`src/rtl/mem_access_ctrl.sv`:
```
// mem_access_ctrl: valid/ready request sequencer for a single-port memory.
// Optional MEM_ACCESS_CE_EN adds a registered mem_ce output.
module mem_access_ctrl #(
   parameter int ADDR_W     = 10,
   parameter int DATA_W     = 16,
   parameter int RD_LATENCY = 1,
   parameter int RSP_DEPTH  = 4
) (
   input  logic              clk,
   input  logic              reset,
   input  logic              req_valid,
   output logic              req_ready,
   input  logic              req_we,
   input  logic [ADDR_W-1:0] req_addr,
   input  logic [DATA_W-1:0] req_wdata,
   input  logic [DATA_W-1:0] req_wmask,
   output logic [ADDR_W-1:0] mem_addr,
   output logic [DATA_W-1:0] mem_din,
   output logic [DATA_W-1:0] mem_wen,
`ifdef MEM_ACCESS_CE_EN
   output logic              mem_ce,
`endif
   input  logic [DATA_W-1:0] mem_dout,
   output logic              rsp_valid,
   input  logic              rsp_ready,
   output logic [DATA_W-1:0] rsp_rdata
);

   localparam int CW = $clog2(RSP_DEPTH + 1);
   localparam int PW = (RSP_DEPTH > 1) ? $clog2(RSP_DEPTH) : 1;
   localparam logic [CW-1:0] DEPTH_C = CW'(RSP_DEPTH);
   localparam logic [PW-1:0] LAST_P  = PW'(RSP_DEPTH - 1);

   logic                  ready_en;
   logic [CW-1:0]         cnt;
   logic [CW-1:0]         fifo_cnt;
   logic [RD_LATENCY:0]   rd_pipe;
   logic [PW-1:0]         wr_ptr;
   logic [PW-1:0]         rd_ptr;
   logic [DATA_W-1:0]     buf_q [RSP_DEPTH];
   logic                  accept;
   logic                  rd_acc;
   logic                  push;
   logic                  pop;

   function automatic logic [PW-1:0] ptr_inc(input logic [PW-1:0] p);
      return (p == LAST_P) ? '0 : p + PW'(1);
   endfunction

   assign req_ready = ready_en && (cnt < DEPTH_C);
   assign accept    = req_valid && req_ready;
   assign rd_acc    = accept && !req_we;
   assign push      = rd_pipe[RD_LATENCY];
   assign rsp_valid = (fifo_cnt != '0);
   assign pop       = rsp_valid && rsp_ready;
   assign rsp_rdata = rsp_valid ? buf_q[rd_ptr] : '0;

   // Hold off request acceptance until the first cycle after reset.
   always_ff @(posedge clk) begin
      if (!reset) ready_en <= 1'b0;
      else        ready_en <= 1'b1;
   end

   // Memory-side port: addr/din only move on accept, wen pulses on writes.
   always_ff @(posedge clk) begin
      if (!reset) begin
         mem_addr <= '0;
         mem_din  <= '0;
         mem_wen  <= '0;
      end else if (accept) begin
         mem_addr <= req_addr;
         if (req_we) begin
            mem_din <= req_wdata;
            mem_wen <= req_wmask;
         end else begin
            mem_wen <= '0;
         end
      end else begin
         mem_wen <= '0;
      end
   end

`ifdef MEM_ACCESS_CE_EN
   // Clock enable follows each accepted request by one cycle.
   always_ff @(posedge clk) begin
      if (!reset) mem_ce <= 1'b0;
      else        mem_ce <= accept;
   end
`endif

   // Read tag pipeline marks when mem_dout carries a requested word.
   always_ff @(posedge clk) begin
      if (!reset) rd_pipe <= '0;
      else        rd_pipe <= {rd_pipe[RD_LATENCY-1:0], rd_acc};
   end

   // Read credits: outstanding reads not yet handed to the consumer.
   always_ff @(posedge clk) begin
      if (!reset) begin
         cnt <= '0;
      end else begin
         case ({rd_acc, pop})
            2'b10:   cnt <= cnt + CW'(1);
            2'b01:   cnt <= cnt - CW'(1);
            default: cnt <= cnt;
         endcase
      end
   end

   // Response FIFO storage; contents need no reset.
   always_ff @(posedge clk) begin
      if (push) buf_q[wr_ptr] <= mem_dout;
   end

   // Response FIFO pointers and occupancy.
   always_ff @(posedge clk) begin
      if (!reset) begin
         wr_ptr   <= '0;
         rd_ptr   <= '0;
         fifo_cnt <= '0;
      end else begin
         if (push) wr_ptr <= ptr_inc(wr_ptr);
         if (pop)  rd_ptr <= ptr_inc(rd_ptr);
         case ({push, pop})
            2'b10:   fifo_cnt <= fifo_cnt + CW'(1);
            2'b01:   fifo_cnt <= fifo_cnt - CW'(1);
            default: fifo_cnt <= fifo_cnt;
         endcase
      end
   end

endmodule

```
`config.mk`:
```
export PLATFORM = sky130hd
export DESIGN_NAME = mem_access_ctrl
export DESIGN_NICKNAME = d
export VERILOG_FILES = /design/src/rtl/mem_access_ctrl.sv
export SDC_FILE = /design/constraint.sdc
export NUM_CORES = 1
export LEC_CHECK = 0
export CORE_ASPECT_RATIO = 0.9
export CORE_MARGIN = 3
export CORE_UTILIZATION = 55
export CTS_BUF_LIST = sky130_fd_sc_hd__clkbuf_4
export CTS_CLUSTER_DIAMETER = 50
export DETAILED_ROUTE_END_ITERATION = 10
export DONT_BUFFER_PORTS = 1
export MAX_ROUTING_LAYER = met4
export PLACE_DENSITY = 0.7
export SYNTH_ARGS = -nofsm -noshare
export SYNTH_HDL_FRONTEND = slang
export SYNTH_SLANG_ARGS = --single-unit
```
`constraint.sdc`:
```
create_clock -name clk -period 4.36 [get_ports clk]
set_input_delay 0.218 -clock clk [delete_from_list [all_inputs] [get_ports clk]]
set_output_delay 0.218 -clock clk [all_outputs]
set_load 0.01 [all_outputs]
```
# Yosys cells after proc, flatten, opt, wreduce, memory -nomap -nowiden
# Memories as Yosys holds them, arrays and structs flattened. A register that Yosys moved wholly into a read port is not among the register bits.
# Cells that the tools add are included.
# word_totals
n_memories,1
ram_bits,64
register_bits,55
input_bits,63
# mem_list
memory,depth,width,read_ports,rd_ports_with_merged_regs,write_ports,line,text
buf_q,4,16,1,1,1,40,logic [DATA_W-1:0] buf_q [RSP_DEPTH];
# classes
addsub,6
muxes,10
magnitude_cmp,1
eq_ne,6
reduce_logical,10
# op_table
operator,count
16-bit two-way mux,1
3-bit case mux with 2 select lines,2
2-bit == test (second input constant),4
2-bit two-way mux,4
3-bit by 1-bit adder with 3-bit output (second input constant),2
3-bit by 1-bit subtractor with 3-bit output (second input constant),2
2-bit by 1-bit adder with 2-bit output (second input constant),2
2-bit by 1-bit == test with 1-bit output (second input constant),2
1-bit logical AND,4
2-bit nonzero test,2
3-bit < comparator (second input constant),1
1-bit two-way mux,3
3-bit AND reduction,1
3-bit nonzero test,1
2-bit AND reduction,1
1-bit logical NOT,1

# Longest topological paths before layout
# Gate-level depths: netlist (run 1).
# logic_depth
depth_word,6
mapped_depth,8

# Least setup slack after synthesis (run 1)
# OpenSTA, ideal clock, no wires.
# synth_path
kind,reg-to-reg
start,register cnt[2]
end,register cnt[2]
arrival_ps,1718
path_buffers,0
path_slack_ps,2572
required_time_ps,4289
setup_ps,71
stages_incl_launch_ff,9
path_cell_list,dfxtp_1 > nand3b_1 > or2_2 > ha_1 > inv_1 > fa_1 > xor2_1 > or3_1 > a21oi_1
# synth_via
elab_chain_len,6
elab_cells_between_ends,10
classes_between,add/sub: 2; order compare: 1; eq/ne: 2; mux: 1; reduce/logical: 4
# synth_rtl
item,line,text
start: declaration,35,logic [CW-1:0] cnt;
start signal: assignment,103,2'b10: cnt <= cnt + CW'(1);
start signal: assignment,104,2'b01: cnt <= cnt - CW'(1);
start signal: assignment,105,default: cnt <= cnt;
3-bit < comparator,50,assign req_ready = ready_en && (cnt < DEPTH_C);
1-bit logical AND,50,
1-bit logical AND,51,assign accept = req_valid && req_ready;
1-bit logical AND,52,assign rd_acc = accept && !req_we;
2-bit by 1-bit == test with 1-bit output / 2-bit == test (equally long branches),102,"case ({rd_acc, pop})"
3-bit case mux with 2 select lines / 2-bit nonzero test (equally long branches),n/a,
# Several ways; a longest one is shown, not always the timed one.
# A chain may end at the register's enable or synchronous reset.

# Worst setup path in the final report (run 1)
# Ends and elaborated chain as after synthesis.

==> flow_metrics.py, run 1 <==
metrics = {
    "status": {
        "outcome": "completed",
    },
    "floorplan": {
        "die_y_um": 92.74,
        "die_x_um": 102.4,
        "initial_core_util_pct": 58.61,
        "core-area_mm2": 0.007845,
        "top_level_ports": 123,
        "die-area_mm2": 0.009495,
        "rows": 30,
    },
    "synth": {
        "synth_top_family_by_area": "simple AND/OR/NAND/NOR gates",
        "synth_compound_area_share_pct": 3.211,
        "synth_edf_count": 64,
        "synthFlopType": "edfxtp_1",
        "synthCells": 321,
        "yosysTopAreaCell": "edfxtp_1",
        "synth_area_per_cell_um2": 14.32,
        "synth_mux_area_share_pct": 10.23,
        "async_flop_share_pct": 0,
        "synth.top_cells.by_area": "edfxtp_1, dfxtp_1, mux4_2",
        "post_synth_num_cell_types": 29,
        "synthSimpleGateAreaFrac_pct": 13.09,
        "synth-seq-cells": 121,
        "syn-cell-area_mm2": 0.004598,
        "yosysSeqAreaShare_pct": 66.61,
        "synth_top_area_share_pct": 41.80,
        "ys_warn_count": 0,
        "synth-xor-area-share_pct": 0.7619,
        "synthAdderAreaFrac_pct": 2.776,
        "synth_nets": 393,
    },
    "critical_path": {
        "worstPathArrival_ns": 2.85,
        "cp-start-kind": "flip-flop",
        "worstSetupPathType": "reg -> reg",
        "required_ns": 4.77,
        "critPathCaptureType": "flip-flop",
        "path_max_fanout": 11,
    },
    "route": {
        "route.detailed.drc": 0,
        "first_pass_iters": 4,
        "vias": 2677,
        "drtIter0Drc": 81,
        "ant_nets": 0,
        "routed_wl_um": 8585,
        "wl_per_cell_um": 17.34,
        "via_per_inst": 5.408,
    },
    "final_layout": {
        "num-nets-final": 458,
        "n_antenna_cell": 0,
        "nFillCells": 507,
        "final_common_cell": "edfxtp_1",
        "final_cell_mix": "edfxtp_1, dlygate4sd3_1, dfxtp_1",
        "drive_gt1_share_pct": 15.54,
        "syn_to_final_growth_pct": 20.27,
    },
    "sta": {
        "fmax_mhz": 410.5,
        "tightest_slew_ns": 1.105,
        "slew_violations": 0,
        "rsz0062_at_grt": "false",
        "min_period_ns": 2.436,
        "relSlewSlack_pct": 25.95,
        "fin_skew_ns": 0.02292,
        "setup_tns_ns": 0,
        "hold_viol_final": 0,
        "timing.final.crit_share_pct": 55.88,
        "setup_viol": 0,
    },
    "clock_network": {
        "cts_root_buf": "clkbuf_4",
        "cts_tree": "done",
        "cts_max_level": 4,
        "clk_latency_ns": 0.49,
        "clk_path_buf_depth": 2,
        "cts.sinks": 121,
        "post_cts_resize_count": 0,
        "cts_made_buffers": 17,
        "clk_pin_slew_ns": 0.10,
    },
    "placed_design": {
        "gp_congestion": 0.6562,
        "portBuffers": 0,
        "dp_hpwl_um": 5084,
    },
    "power_and_ir_drop": {
        "total_power_mw": 2.130,
        "p_per_area_mw_per_mm2": 385.2,
        "peakVddDrop_uv": 236.5,
        "p_leak_nw": 2.062,
    },
    "grt": {
        "grt_pass1_wl_um": 13700,
        "grt_use_total_pct": 19.84,
        "overflow": 0,
        "grt_max_degree": 53,
        "antenna_found_initial": 0,
        "grt_pass1_vias": 2725,
    },
    "run": {
        "cap_violations": 0,
    },
    "min_path": {
        "min_path_type": "in -> reg",
    },
}
-- cells by family after synthesis --
logic type                 count (synthesis)
AOI/OAI and AO/OA                         28
buffers and inverters                     31
and+or+nand+nor                          101
adders and majority gates                  9
DFF                                      121
muxes                                     27
xor gates and xnor gates                   4
-- power breakdown --
part           switching (mW)  leakage (nW)  total (mW)  internal (mW)
registers              0.0206          1.04        1.24           1.22
clock network           0.379         0.156       0.737          0.358
logic                  0.0747         0.867       0.155         0.0805
-- final timing paths --
kind	start	cells after the start	slack, ns	to
worst max-delay path	cnt[2]	8	1.92	cnt[2]
worst min-delay path	reset	2	0.20	mem_addr[1]
worst max register to register	cnt[2]	8	1.92	cnt[2]
worst min register to register	rd_pipe[0]	1	0.44	rd_pipe[1]
-- what timing repair did --
item	in CTS	in global routing
buffers inserted	0	0
endpoints found under the hold margin	111	0
hold buffers	62	0
-- flip-flops by register name (all words and copies together), names as in the netlist, named ones only --
signal    flops
buf_q        64
mem_din      16
mem_wen      16
mem_addr     10
cnt           3
fifo_cnt      3
rd_pipe       2
rd_ptr        2
wr_ptr        2
ready_en      1
-- critical path: stages (launching register included) --
cell      delay, ns
dfxtp_1        0.40
nand3b_1       0.50
or2_2          0.23
ha_1           0.18
inv_1          0.06
fa_1           0.37
xor2_1         0.18
or3_1          0.32
a21oi_1        0.14
-- area by class of cell --
type	instances	area, um2	share of cell area, %
flip-flops and latches	121	3063	55.38
clock buffers	21	157.7	2.851
well taps	96	120.1	2.172
clock inverters	11	106.4	1.923
multi-input cells	169	1389	25.11
repair buffers	64	645.6	11.67
inverters	13	48.80	0.8824
-- metrics by stage --
stage | worst slack, ns | hold slack (ns) | cell area, um2 | instances | util (%)
finish | 1.924 | 0.2010 | 5530 | 495 | 70.49
global route | 1.736 | 0.1936 | 5530 | 495 | 70.49
CTS | 1.861 | 0.1735 | 5530 | 495 | 70.49
detailed placement | 1.896 | 0.2476 | 4636 | 401 | 59.09
global placement | 1.989 | 0.2480 | 4636 | 401 | 59.09
floorplan | 2.572 | 0.2457 | 4598 | 321 | -
-- synth_stat cells (all sizes together), types with 2 or more instances --
cell	n
clkbuf	11
mux2i	11
mux4	16
buf	7
dfxtp	57
xor2	4
nand3	17
inv	13
and3	17
nand2	18
ha	7
or3	3
edfxtp	64
nor2b	17
o21ai	20
and2	5
a21oi	7
fa	2
nor2	19
-- layer usage --
metal	part of all wire, %	wire length (um)	track usage [%]
met5	0	0	-
met3	6.4	552	7.455
met4	1.4	118	7.213
met1	42	3569	23.89
met2	51	4345	30.63
(Power assumes the default switching activity.)
==> run 2, diff against run 1 <==
PLACE_DENSITY = 0.73   (was 0.7)
clock period = 2.1 ns   (was 4.36 ns; I/O delays follow)
==> flow_metrics.py, run 2 (same netlist as run 1, synthesis figures left out) <==
metrics = {
    "floorplan": {
        "initial_core_util_pct": 58.61,
        "die-area_mm2": 0.009495,
        "die_y_um": 92.74,
        "core-area_mm2": 0.007845,
        "rows": 30,
        "top_level_ports": 123,
        "die_x_um": 102.4,
    },
    "power_and_ir_drop": {
        "peakVddDrop_uv": 525.6,
        "seqPwrFrac_pct": 57.6,
        "swShare_pct": 22.65,
        "combPwrFrac_pct": 7.7,
        "p_leak_nw": 2.126,
        "clkPwrFrac_pct": 34.7,
        "p_sw_mw": 1.010,
        "p_int_mw": 3.450,
        "p_per_area_mw_per_mm2": 787.4,
    },
    "sta": {
        "setup_tns_ns": 0,
        "rsz0062_at_grt": "false",
        "hold_viol_final": 0,
        "relSlewSlack_pct": 43.88,
        "timing.final.crit_share_pct": 92.83,
        "min_period_ns": 1.950,
        "worst_slack_ns": 0.1505,
        "fmax_mhz": 512.9,
        "setup_viol": 0,
        "tightest_slew_ns": 0.8417,
        "slew_violations": 0,
        "fin_skew_ns": 0.02144,
    },
    "critical_path": {
        "slowest_delay_ns": 0.42,
        "path_depth": 8,
        "critPathCaptureType": "flip-flop",
        "setup.worst_path.end": "cnt[2]",
        "rr_endpoint": "cnt[2]",
        "crit-reg2reg-launch": "fifo_cnt[0]",
        "reg2reg_depth": 8,
        "crit_chain": "o31ai_4 -> inv_1 -> ha_1 -> inv_1 -> fa_1 -> xor2_1 -> or3_1 -> a21oi_1",
        "path_max_fanout": 7,
        "crit_start": "fifo_cnt[0]",
        "cpMostUsedCell": "inv_1",
        "cp-start-kind": "flip-flop",
        "path_buf_inv": 2,
        "required_ns": 2.50,
        "cpMaxStageDelayCell": "dfxtp_2",
        "worstPathArrival_ns": 2.35,
        "worstSetupPathType": "reg -> reg",
        "rrSetupSlack_ns": 0.15,
        "cp_top_family": "adder cells",
    },
    "clock_network": {
        "clk_path_buf_depth": 2,
        "post_cts_buffers": 0,
        "clk_pin_slew_ns": 0.11,
        "cts_tree": "done",
        "cts_made_buffers": 17,
        "clk_latency_ns": 0.48,
        "cts_root_buf": "clkbuf_4",
        "cts_max_level": 4,
        "cts.sinks": 121,
    },
    "min_path": {
        "min_path_type": "in -> reg",
    },
    "final_layout": {
        "drive_gt1_share_pct": 17.72,
        "nFillCells": 515,
        "n_antenna_cell": 0,
        "multi_input_area_mm2": 0.001398,
        "final_common_cell": "dlygate4sd3_1",
        "syn_to_final_growth_pct": 23.18,
        "top_register": "buf_q",
        "num-nets-final": 471,
        "final_cell_mix": "dlygate4sd3_1, edfxtp_1, dfxtp_1",
        "largest_reg_flops": 64,
        "reg_top3": "buf_q (64), mem_din (16), mem_wen (16)",
        "regArea_mm2": 0.003068,
    },
    "route": {
        "wl_per_cell_um": 18.50,
        "drtIter0Drc": 91,
        "first_pass_iters": 4,
        "route.detailed.drc": 0,
        "routed_wl_um": 9399,
        "vias": 2788,
        "ant_nets": 0,
        "via_per_inst": 5.488,
    },
    "grt": {
        "grt_use_total_pct": 21.24,
        "antenna_found_initial": 0,
        "overflow": 0,
        "grt_pass1_vias": 2902,
        "grt_max_degree": 53,
        "grt_pass1_wl_um": 14660,
    },
    "placed_design": {
        "portBuffers": 0,
        "pre_cts_ws_ns": 0.06989,
        "gp_congestion": 0.6833,
        "dp_hpwl_um": 5264,
    },
    "status": {
        "outcome": "completed",
    },
    "run": {
        "cap_violations": 0,
    },
}
[run 2: worst min path at each step]
stage               cells past startpoint  startpoint           to  slack [ns]
floorplan                               0       reset     ready_en        0.13
global placement                        0       reset     ready_en        0.13
detailed placement                      0       reset     ready_en        0.13
CTS                                     2       reset  mem_addr[3]        0.04
global route                            2       reset  fifo_cnt[1]        0.06
finish                                  2       reset  mem_addr[3]        0.08
[run 2: repair_timing]
item                                   in CTS  in global routing
hold buffers                               69                  0
setup endpoints to repair                   0                  5
resized for setup                           0                  6
endpoints found under the hold margin     113                  0
[run 2: cell type report]
type / instances / share of cell area, %
Timing Repair Buffer: 77 / 13.50
Sequential cell: 121 / 54.16
Tap cell: 96 / 2.121
Multi-Input combinational cell: 169 / 24.67
Inverter: 13 / 0.8615
Clock inverter: 11 / 1.900
Clock buffer: 21 / 2.783
[run 2: routing by layer]
layer | up-vias | global-route usage, % | share of wire, %
met1 | 1361 | 23.96 | 40
li1 | 1303 | - | -
met2 | 116 | 33.93 | 51
met4 | 0 | 7.978 | 1.1
met3 | 8 | 8.660 | 7.9
met5 | - | - | 0
[run 2: through the flow]
stage | instances | cell area, um2 | util [%] | hold WS [ns] | total power, mW
3_3_place_gp | 407 | 4681 | 59.67 | 0.1348 | 2.823
3_5_place_dp | 407 | 4681 | 59.67 | 0.1349 | 2.830
6_report | 508 | 5664 | 72.20 | 0.07990 | 4.460
2_1_floorplan | 321 | 4598 | - | 0.1327 | 2.809
4_1_cts | 508 | 5647 | 71.98 | 0.03867 | 4.494
5_1_grt | 508 | 5664 | 72.20 | 0.05702 | 4.666
[run 2: power by group through the flow]
stage | sequential [mW] | combinational (mW) | clock, mW
floorplan | 2.61 | 0.196 | 0
global placement | 2.62 | 0.201 | 0
detailed placement | 2.62 | 0.208 | 0
CTS | 2.57 | 0.335 | 1.59
global route | 2.58 | 0.376 | 1.71
finish | 2.57 | 0.343 | 1.55
